## config.mk

```make
export PLATFORM = sky130hd
export DESIGN_NAME = expr_vector_sequencer
export DESIGN_NICKNAME = d
export VERILOG_FILES = /design/src/rtl/expr_seq_pkg.sv /design/src/rtl/expr_misr32.sv /design/src/rtl/expr_vector_sequencer.sv
export SDC_FILE = /design/constraint.sdc
export NUM_CORES = 1
export LEC_CHECK = 0
export CAP_MARGIN = 20
export CORE_MARGIN = 2
export CORE_UTILIZATION = 50
export DETAILED_ROUTE_END_ITERATION = 10
export PLACE_DENSITY = 0.83
export SETUP_SLACK_MARGIN = 0.02
export SYNTH_ARGS = -nofsm -noshare
export SYNTH_HDL_FRONTEND = slang
export SYNTH_SLANG_ARGS = --single-unit
```

## constraint.sdc

```tcl
create_clock -name clk -period 4.3 [get_ports clk]
set_clock_uncertainty 0.15 [all_clocks]
set_input_delay 1.29 -clock clk [delete_from_list [all_inputs] [get_ports clk]]
set_output_delay 1.29 -clock clk [all_outputs]
set_load 0.02 [all_outputs]
```

## src/rtl/expr_seq_pkg.sv

```systemverilog
// Shared definitions for the expression vector sequencer.
// Contents: default operand/result widths, MISR seed and default polynomial,
// the sequencer state enum, and the single-step MISR update function.
package expr_seq_pkg;

  localparam int A0_W_DEF       = 4;
  localparam int A1_W_DEF       = 6;
  localparam int B0_W_DEF       = 4;
  localparam int B1_W_DEF       = 6;
  localparam int Y_W_DEF        = 30;
  localparam int SETTLE_CYC_DEF = 1;
  localparam int CNT_W_DEF      = 16;

  localparam logic [31:0] MISR_SEED     = 32'hFFFF_FFFF;
  localparam logic [31:0] MISR_POLY_DEF = 32'h04C1_1DB7;

  typedef enum logic [2:0] {
    IDLE    = 3'd0,
    FETCH   = 3'd1,
    SETTLE  = 3'd2,
    CAPTURE = 3'd3,
    EMIT    = 3'd4,
    DONE    = 3'd5
  } seq_state_t;

  // One MISR step: shift left, fold the polynomial in when the MSB falls
  // out, then mix in the (already zero-extended) data word.
  function automatic logic [31:0] misr_next(input logic [31:0] sig,
                                            input logic [31:0] data,
                                            input logic [31:0] poly);
    logic [31:0] fb;
    fb = sig[31] ? poly : 32'h0;
    return {sig[30:0], 1'b0} ^ fb ^ data;
  endfunction

endpackage

```

## src/rtl/expr_misr32.sv

```systemverilog
// 32-bit multiple-input signature register.
// Ports:
//   clk, rst_n  : clock, async active-low reset (signature clears to 0)
//   load        : load MISR_SEED (takes priority over enable)
//   enable      : fold y_in into the signature this cycle
//   y_in        : result word, zero-extended to 32 bits
//   signature   : current signature value
module expr_misr32
  import expr_seq_pkg::*;
#(
  parameter int          Y_W  = Y_W_DEF,
  parameter logic [31:0] POLY = MISR_POLY_DEF
) (
  input  logic           clk,
  input  logic           rst_n,
  input  logic           load,
  input  logic           enable,
  input  logic [Y_W-1:0] y_in,
  output logic [31:0]    signature
);

  // Seed load starts a fresh run; otherwise fold each captured result.
  always_ff @(posedge clk or negedge rst_n) begin
    if (!rst_n) begin
      signature <= 32'h0;
    end else if (load) begin
      signature <= MISR_SEED;
    end else if (enable) begin
      signature <= misr_next(signature, 32'(y_in), POLY);
    end
  end

endmodule

```

## src/rtl/expr_vector_sequencer.sv

```systemverilog
// Sequences operand vectors through an external combinational expression
// unit, one vector in flight at a time, and signs every captured result.
// Ports:
//   clk, rst_n               : clock, async active-low reset
//   start, abort, num_vec    : run control (start samples num_vec in IDLE)
//   in_valid/in_ready        : operand vector stream (in_a0..in_b1)
//   a0/a1/b0/b1              : registered operand drive to the expression unit
//   y                        : expression unit result
//   out_valid/out_ready      : result stream (out_y, out_idx)
//   busy, done               : run in progress / one-cycle end-of-run pulse
//   signature                : MISR over all results captured in the run
module expr_vector_sequencer
  import expr_seq_pkg::*;
#(
  parameter int          A0_W       = A0_W_DEF,
  parameter int          A1_W       = A1_W_DEF,
  parameter int          B0_W       = B0_W_DEF,
  parameter int          B1_W       = B1_W_DEF,
  parameter int          Y_W        = Y_W_DEF,
  parameter int          SETTLE_CYC = SETTLE_CYC_DEF,
  parameter int          CNT_W      = CNT_W_DEF,
  parameter logic [31:0] MISR_POLY  = MISR_POLY_DEF
) (
  input  logic             clk,
  input  logic             rst_n,
  input  logic             start,
  input  logic             abort,
  input  logic [CNT_W-1:0] num_vec,
  input  logic             in_valid,
  output logic             in_ready,
  input  logic [A0_W-1:0]  in_a0,
  input  logic [A1_W-1:0]  in_a1,
  input  logic [B0_W-1:0]  in_b0,
  input  logic [B1_W-1:0]  in_b1,
  output logic [A0_W-1:0]  a0,
  output logic [A1_W-1:0]  a1,
  output logic [B0_W-1:0]  b0,
  output logic [B1_W-1:0]  b1,
  input  logic [Y_W-1:0]   y,
  output logic             out_valid,
  input  logic             out_ready,
  output logic [Y_W-1:0]   out_y,
  output logic [CNT_W-1:0] out_idx,
  output logic             busy,
  output logic             done,
  output logic [31:0]      signature
);

  // Timer counts down from SETTLE_CYC-1, so it only needs to hold that value.
  localparam int TMR_W = (SETTLE_CYC > 1) ? $clog2(SETTLE_CYC) : 1;

  seq_state_t       state_q, state_d;
  logic [CNT_W-1:0] rem_q;
  logic [CNT_W-1:0] idx_q;
  logic [TMR_W-1:0] timer_q;

  logic abort_act;
  logic start_run;
  logic load_ops;
  logic timer_dec;
  logic capture;
  logic emit_fire;

  assign abort_act = abort && (state_q != IDLE);

  // State register.
  always_ff @(posedge clk or negedge rst_n) begin
    if (!rst_n) begin
      state_q <= IDLE;
    end else begin
      state_q <= state_d;
    end
  end

  // Next-state and datapath strobes. Abort from any active state overrides
  // every transition and suppresses all strobes, including the done pulse.
  always_comb begin
    state_d   = state_q;
    in_ready  = 1'b0;
    done      = 1'b0;
    start_run = 1'b0;
    load_ops  = 1'b0;
    timer_dec = 1'b0;
    capture   = 1'b0;
    emit_fire = 1'b0;

    case (state_q)
      IDLE: begin
        if (start) begin
          if (num_vec != '0) begin
            start_run = 1'b1;
            state_d   = FETCH;
          end else begin
            state_d   = DONE;
          end
        end
      end
      FETCH: begin
        in_ready = 1'b1;
        if (in_valid) begin
          load_ops = 1'b1;
          state_d  = SETTLE;
        end
      end
      SETTLE: begin
        if (timer_q == '0) begin
          state_d = CAPTURE;
        end else begin
          timer_dec = 1'b1;
        end
      end
      CAPTURE: begin
        capture = 1'b1;
        state_d = EMIT;
      end
      EMIT: begin
        if (out_ready) begin
          emit_fire = 1'b1;
          state_d   = (rem_q == CNT_W'(1)) ? DONE : FETCH;
        end
      end
      DONE: begin
        done    = 1'b1;
        state_d = IDLE;
      end
      default: begin
        state_d = IDLE;
      end
    endcase

    if (abort_act) begin
      state_d   = IDLE;
      done      = 1'b0;
      load_ops  = 1'b0;
      timer_dec = 1'b0;
      capture   = 1'b0;
      emit_fire = 1'b0;
    end
  end

  // Operand, result and counter registers. Operands are only rewritten on an
  // accepted vector, so the expression unit sees stable inputs between runs.
  always_ff @(posedge clk or negedge rst_n) begin
    if (!rst_n) begin
      a0        <= '0;
      a1        <= '0;
      b0        <= '0;
      b1        <= '0;
      out_y     <= '0;
      out_idx   <= '0;
      out_valid <= 1'b0;
      busy      <= 1'b0;
      idx_q     <= '0;
      rem_q     <= '0;
      timer_q   <= '0;
    end else begin
      if (start_run) begin
        rem_q <= num_vec;
        idx_q <= '0;
        busy  <= 1'b1;
      end
      if (load_ops) begin
        a0      <= in_a0;
        a1      <= in_a1;
        b0      <= in_b0;
        b1      <= in_b1;
        timer_q <= TMR_W'(SETTLE_CYC - 1);
      end
      if (timer_dec) begin
        timer_q <= timer_q - TMR_W'(1);
      end
      if (capture) begin
        out_y     <= y;
        out_idx   <= idx_q;
        out_valid <= 1'b1;
      end
      if (emit_fire) begin
        out_valid <= 1'b0;
        idx_q     <= idx_q + CNT_W'(1);
        rem_q     <= rem_q - CNT_W'(1);
      end
      if (state_q == DONE) begin
        busy <= 1'b0;
      end
      if (abort_act) begin
        busy      <= 1'b0;
        out_valid <= 1'b0;
      end
    end
  end

  expr_misr32 #(
    .Y_W  (Y_W),
    .POLY (MISR_POLY)
  ) u_misr (
    .clk       (clk),
    .rst_n     (rst_n),
    .load      (start_run),
    .enable    (capture),
    .y_in      (y),
    .signature (signature)
  );

endmodule

```

==> impl_metrics.env, run 1 <==
export IMPL_grt_use_met3_pct=6.273
export IMPL_grt_pass1_vias=4966
export IMPL_grtUsageMet1_pct=28.77
export IMPL_worstPathArrival_ns=2.54
export IMPL_period_minus_slack_ns=3.976
export IMPL_leakage_nw=3.710
export IMPL_grt_pass1_wl_um=24470
export IMPL_vias=4896
export IMPL_drt_wl_total_um=15060
export IMPL_synth_seq_area_share_pct=55.25
export IMPL_ys_ff_latch=136
export IMPL_worst_path_max_fanout=2
export IMPL_postCtsResizedCells=0
export IMPL_outcome="finished clean"
export IMPL_grt_use_total_pct=23.66
export IMPL_clock_sinks=136
export IMPL_dp_cells=843
export IMPL_numCtsBuffers=17
export IMPL_critPathKind="input port to primary output"
export IMPL_crit_path_top_delay_cell="clkdlybuf4s50_1"
export IMPL_worstPathRequired_ns=2.86
export IMPL_fill_cells=830
export IMPL_grt_max_degree=86
export IMPL_total_power_w=0.005674
export IMPL_rsz0062_at_grt="no"
export IMPL_power_density_nw_per_um2=652.1
export IMPL_via_per_inst=5.602
export IMPL_overflow=0
export IMPL_critPathMaxStageDelay_ns=0.63
export IMPL_synth_fp_nets=614
export IMPL_hp_class="flip-flop to flip-flop"
export IMPL_nets=790
export IMPL_die_height_um=115.0
export IMPL_grt_use_met2_pct=39.92
export IMPL_clkLatencyLatePin_ns=0.41
export IMPL_crit_family="buffers and inverters"
export IMPL_cap_violations=0
export IMPL_core_um2=12010
export IMPL_antenna_left=0
export IMPL_crit_chain="clkdlybuf4s50_1, nor3b_1, clkdlybuf4s50_1"
export IMPL_max_slew_margin_rel_pct=39.43
export IMPL_design_die_area_um2=13220
export IMPL_synth_async_reset_ratio_pct=100.0
export IMPL_netlist_area_um2=6160
export IMPL_critical_path_endpoint_type="primary output"
export IMPL_dpl_hpwl_um=10380
export IMPL_clkTransAtPathRegs_ns=0.05
export IMPL_synth_edf_count=0
export IMPL_mostFrequentLayoutCell="clkdlybuf4s50_1"
export IMPL_drc=0
export IMPL_ioPinCount=174
export IMPL_layout_common_cells="172 x clkdlybuf4s50_1, 136 x dfrtp_1, 66 x mux2_2"
export IMPL_ctsHoldBuffers=0
export IMPL_max_freq_ghz=0.2515
export IMPL_path_common_cell="clkdlybuf4s50_1"
export IMPL_instances_no_fill=874
export IMPL_worst_pin_slew_ns=0.9086
export IMPL_antennaDiodeCount=0
export IMPL_drive_gt1_share_pct=16.51
export IMPL_firstDrtPassIters=7
export IMPL_grt_antenna_before_repair=0
export IMPL_fin_crit_sh_pct=92.48
export IMPL_start_util_pct=51.28
export IMPL_ir_drop_mv=0.4020
export IMPL_io_buffer_count=173
export IMPL_yosysUniqueCellTypes=49
export IMPL_placed_area_um2=8112
export IMPL_final_util_pct=72.44
export IMPL_wl_per_cell_um=17.23
export IMPL_place_congestion=0.8905
export IMPL_setup_viol=0
export IMPL_hold_viol=0
export IMPL_busiest_layer="met2"
export IMPL_rows=40
export IMPL_crit_buf_inv=2
export IMPL_postCtsSetupRepairBufs=0
export IMPL_cts_buffer_depth=2
export IMPL_syn_avg_cell_area_um2=11.43
export IMPL_first_iter_violations=337
export IMPL_slew_viol_final=0
export IMPL_finalInstanceArea_um2=8701
export IMPL_die_w_um=115.0
export IMPL_cp_start_kind="input port"
export IMPL_cts_tree="done"
export IMPL_clockRootBuffer="clkbuf_16"
export IMPL_ys_warn_count=0
export IMPL_synth_cells=539
export IMPL_synth_flop_cell="dfrtp_1"
export IMPL_cts_htree_levels=4
export IMPL_area_delta_synth_final_pct=41.26
export IMPL_finalSetupTns_ns=0
[metal layers]
metal  vias up  part of all wire, %
li1       2278                    -
met1      2420                   40
met2       171                   53
met3        27                  5.6
met4         0                  2.3
met5         -                    0
[path summary, 6_finish.rpt]
path / from / end / slack, ns / cells past startpoint
setup reg to reg: state_q[2] / rem_q[15] / 1.64 / 5
hold reg to reg: out_idx[6] / out_idx[6] / 0.35 / 1
min in group asynchronous: rst_n / b0[2] / 0.76 / 1
max in group asynchronous: rst_n / rem_q[1] / 2.42 / 2
setup / recovery: abort / done / 0.32 / 3
hold / removal: out_idx[6] / out_idx[6] / 0.35 / 1
[cells in the mapped netlist (2+ instances only)]
cell type	count	share of area (%)
xor2_1	16	2.3
nor3b_1	2	0.24
and3_1	3	0.30
nor2_1	27	1.6
o211ai_1	32	3.9
a21oi_1	16	1.3
clkbuf_1	26	1.6
o31ai_1	3	0.37
inv_1	4	0.24
o21a_1	4	0.49
a31oi_1	2	0.20
dfrtp_1	136	55
nand4_1	10	1.0
nand2_1	58	3.5
o21ai_0	22	1.8
nand3_1	11	0.89
xnor2_1	32	4.6
nor3_1	10	0.81
or2_2	2	0.20
nand2b_1	2	0.20
nor2b_1	3	0.30
o22ai_1	5	0.51
ha_1	3	0.61
mux2_2	66	12
a211oi_1	3	0.37
nor4_1	10	1.0
mux2i_1	4	0.65
or4_1	3	0.37
buf_2	3	0.24
a21boi_0	2	0.24
[through the flow]
stage	worst slack, ns	hold slack, ns
floorplan	0.9168	0.2911
global placement	0.3099	0.3134
detailed placement	0.3139	0.3377
CTS	0.3132	0.3546
global route	0.2605	0.3597
finish	0.3236	0.3502
[worst register-to-register path, delay by kind of cell, from the launching register on]
kind	cells	cell delay [ns]
AOI/OAI and AO/OA	1	0.09
and+or+nand+nor	4	1.70
DFF	1	0.60
[flip-flops by register name (all words and copies together) (netlist names)]
signal            count
a0                    4
a1                    6
b0                    4
b1                    6
busy                  1
idx_q                16
out_idx              16
out_valid             1
out_y                30
rem_q                16
state_q               3
timer_q               1
u_misr.signature     32
[cells by family (layout without fill, tap and decap cells)]
family | count (synthesis) | in the layout | synth area share, %
adders and majority gates | 3 | 3 | 0.6094
DFF | 136 | 136 | 55.25
muxes | 70 | 70 | 12.72
AOI/OAI and AO/OA | 96 | 96 | 10.24
xor gates and xnor gates | 48 | 48 | 6.825
and+or+nand+nor | 151 | 151 | 12.05
buffers and inverters | 35 | 223 | 2.315
[final cells by class]
cell class	count	area, um2	share of cell area [%]
tap	147	183.9	2.114
clock inverter	8	121.4	1.395
sequential	136	3403	39.11
multi-input combinational	368	2626	30.18
inverter	4	15.01	0.1726
clock buffer	23	467.9	5.378
timing repair buffer	188	1883	21.64
[power by group]
| group | total, W | internal [W] | switching (W) |
|---|---|---|---|
| sequential | 0.00204 | 0.00170 | 0.000337 |
| clock | 0.00145 | 0.000937 | 0.000509 |
| combinational | 0.00219 | 0.00112 | 0.00107 |
| total | 0.00567 | 0.00375 | 0.00192 |
No activity file was read; power rests on OpenSTA's default activity.
==> run 2, diff against run 1 <==
--- a/config.mk
+++ b/config.mk
@@ -6,10 +6,13 @@
 export NUM_CORES = 1
 export LEC_CHECK = 0
 export CAP_MARGIN = 20
-export CORE_MARGIN = 2
-export CORE_UTILIZATION = 50
+export CELL_PAD_IN_SITES_DETAIL_PLACEMENT = 0
+export CELL_PAD_IN_SITES_GLOBAL_PLACEMENT = 1
+export CORE_ASPECT_RATIO = 1.75
+export CORE_MARGIN = 4
+export CORE_UTILIZATION = 40
 export DETAILED_ROUTE_END_ITERATION = 10
-export PLACE_DENSITY = 0.83
+export PLACE_DENSITY_LB_ADDON = 0.1
 export SETUP_SLACK_MARGIN = 0.02
 export SYNTH_ARGS = -nofsm -noshare
 export SYNTH_HDL_FRONTEND = slang
==> run 2 against run 1 <==
  * Clock power rose by 8%
  * Die area rose by 33%
  * Global-route usage fell by 5.3 points
  * Critical path type unchanged
  * Critical endpoint unchanged
  * Highest routed layer unchanged
==> impl_metrics.env, run 2 (synthesis results as in run 1) <==
export IMPL_outcome="finished clean"
export IMPL_grt_use_total_pct=18.38
export IMPL_final_util_pct=58.63
export IMPL_max_freq_ghz=0.2503
export IMPL_worst_pin_slew_ns=0.9461
export IMPL_overflow=0
export IMPL_die_height_um=172.2
export IMPL_vias=4867
export IMPL_cts_tree="done"
export IMPL_drive_gt1_share_pct=16.71
export IMPL_period_minus_slack_ns=3.995
export IMPL_start_util_pct=41.10
export IMPL_grt_antenna_before_repair=0
export IMPL_postCtsSetupRepairBufs=0
export IMPL_setup_viol=0
export IMPL_ioPinCount=174
export IMPL_hp_class="flip-flop to flip-flop"
export IMPL_clkTransAtPathRegs_ns=0.05
export IMPL_grt_pass1_wl_um=25290
export IMPL_postCtsResizedCells=0
export IMPL_rows=59
export IMPL_wl_met1_um=5856
export IMPL_wl_per_cell_um=17.47
export IMPL_regArea_um2=3403
export IMPL_clkLatencyLatePin_ns=0.41
export IMPL_via_per_inst=5.366
export IMPL_worstPathArrival_ns=2.55
export IMPL_critical_path_endpoint_type="primary output"
export IMPL_cp_start_kind="input port"
export IMPL_fill_cells=1278
export IMPL_io_buffer_count=173
export IMPL_clock_sinks=136
export IMPL_nets=789
export IMPL_firstDrtPassIters=4
export IMPL_power_density_nw_per_um2=657.6
export IMPL_largest_register_ffs=32
export IMPL_grt_pass1_vias=4936
export IMPL_drc=0
export IMPL_hold_viol=0
export IMPL_grt_max_degree=120
export IMPL_finalSetupTns_ns=0
export IMPL_wl_met3_um=858
export IMPL_max_slew_margin_rel_pct=36.92
export IMPL_leakage_nw=3.720
export IMPL_layout_common_cells="172 x clkdlybuf4s50_1, 136 x dfrtp_1, 66 x mux2_2"
export IMPL_antennaDiodeCount=0
export IMPL_ctsHoldBuffers=0
export IMPL_slew_viol_final=0
export IMPL_rsz0062_at_grt="no"
export IMPL_numCtsBuffers=17
export IMPL_drt_wl_total_um=15840
export IMPL_area_delta_synth_final_pct=42.64
export IMPL_worstPathRequired_ns=2.86
export IMPL_critPathKind="input port to primary output"
export IMPL_cts_buffer_depth=2
export IMPL_cap_violations=0
export IMPL_routed_wl_met2_um=8778
export IMPL_design_die_area_um2=17530
export IMPL_die_w_um=101.8
export IMPL_worst_path_max_fanout=2
export IMPL_first_iter_violations=177
export IMPL_dpl_hpwl_um=11140
export IMPL_clockRootBuffer="clkbuf_16"
export IMPL_fin_crit_sh_pct=92.90
export IMPL_multi_input_area_um2=2626
export IMPL_antenna_left=0
export IMPL_place_congestion=0.8260
export IMPL_highest_layer="met4"
export IMPL_mostFrequentLayoutCell="clkdlybuf4s50_1"
export IMPL_core_um2=14990
export IMPL_top_register="u_misr.signature"
export IMPL_reg_largest_list="u_misr.signature x32, out_y x30"
export IMPL_hold_ws_ns=0.3296
export IMPL_cts_htree_levels=4
export IMPL_ir_drop_mv=0.3043
[run 2: changes by cell type in the layout (fill, tap and decap cells not counted)]
cell and delta:
clkinv_4 +2, clkbuf_8 -2, buf_16 +1, clkinvlp_4 +2, buf_12 -1, bufinv_16 +2, buf_4 -1, clkbuf_1 -4
clkinv_2 -2
[run 2: worst max-delay path: stages]
cell and delay [ns]:
clkdlybuf4s50_1 0.42, nor3b_1 0.21, clkdlybuf4s50_1 0.64
[run 2: final cells by class]
cell class              instances  area share (%)
inverters                       4          0.1709
repair buffers                187           21.43
clock inverters                12           2.321
multi-input cells             368           29.89
flip-flops and latches        136           38.74
well taps                     183           2.606
clock buffers                  17           4.842
[run 2: per-layer routing]
layer	up-vias	GRT usage (%)
met4	0	6.829
met1	2402	20.95
met3	21	3.714
met2	153	33.38
li1	2291	-
met5	-	0
[run 2: final timing paths]
| path | startpoint | slack (ns) | depth (start not counted) | end |
|---|---|---|---|---|
| setup / recovery | abort | 0.31 | 3 | done |
| setup reg to reg | rem_q[4] | 1.67 | 5 | rem_q[15] |
| hold reg to reg | idx_q[15] | 0.33 | 1 | idx_q[15] |
| hold / removal | idx_q[15] | 0.33 | 1 | idx_q[15] |
| min in group asynchronous | rst_n | 0.58 | 1 | out_y[11] |
| max in group asynchronous | rst_n | 2.45 | 3 | a0[2] |
[run 2: per-stage QoR]
step	cells	worst slack [ns]	power, W	cell area [um2]
6_report	907	0.3052	0.005777	8786
2_1_floorplan	539	0.9168	0.003186	6160
3_5_place_dp	877	0.3038	0.004259	8129
5_1_grt	907	0.2812	0.006102	8786
3_3_place_gp	877	0.2992	0.004204	8129
4_1_cts	906	0.3038	0.005853	8758
[run 2: power breakdown]
part	switching, W	total [W]	leakage [nW]	internal (W)
sequential	0.000328	0.00203	1.61	0.00170
combinational	0.00107	0.00218	1.81	0.00111
clock	0.000549	0.00157	0.297	0.00102
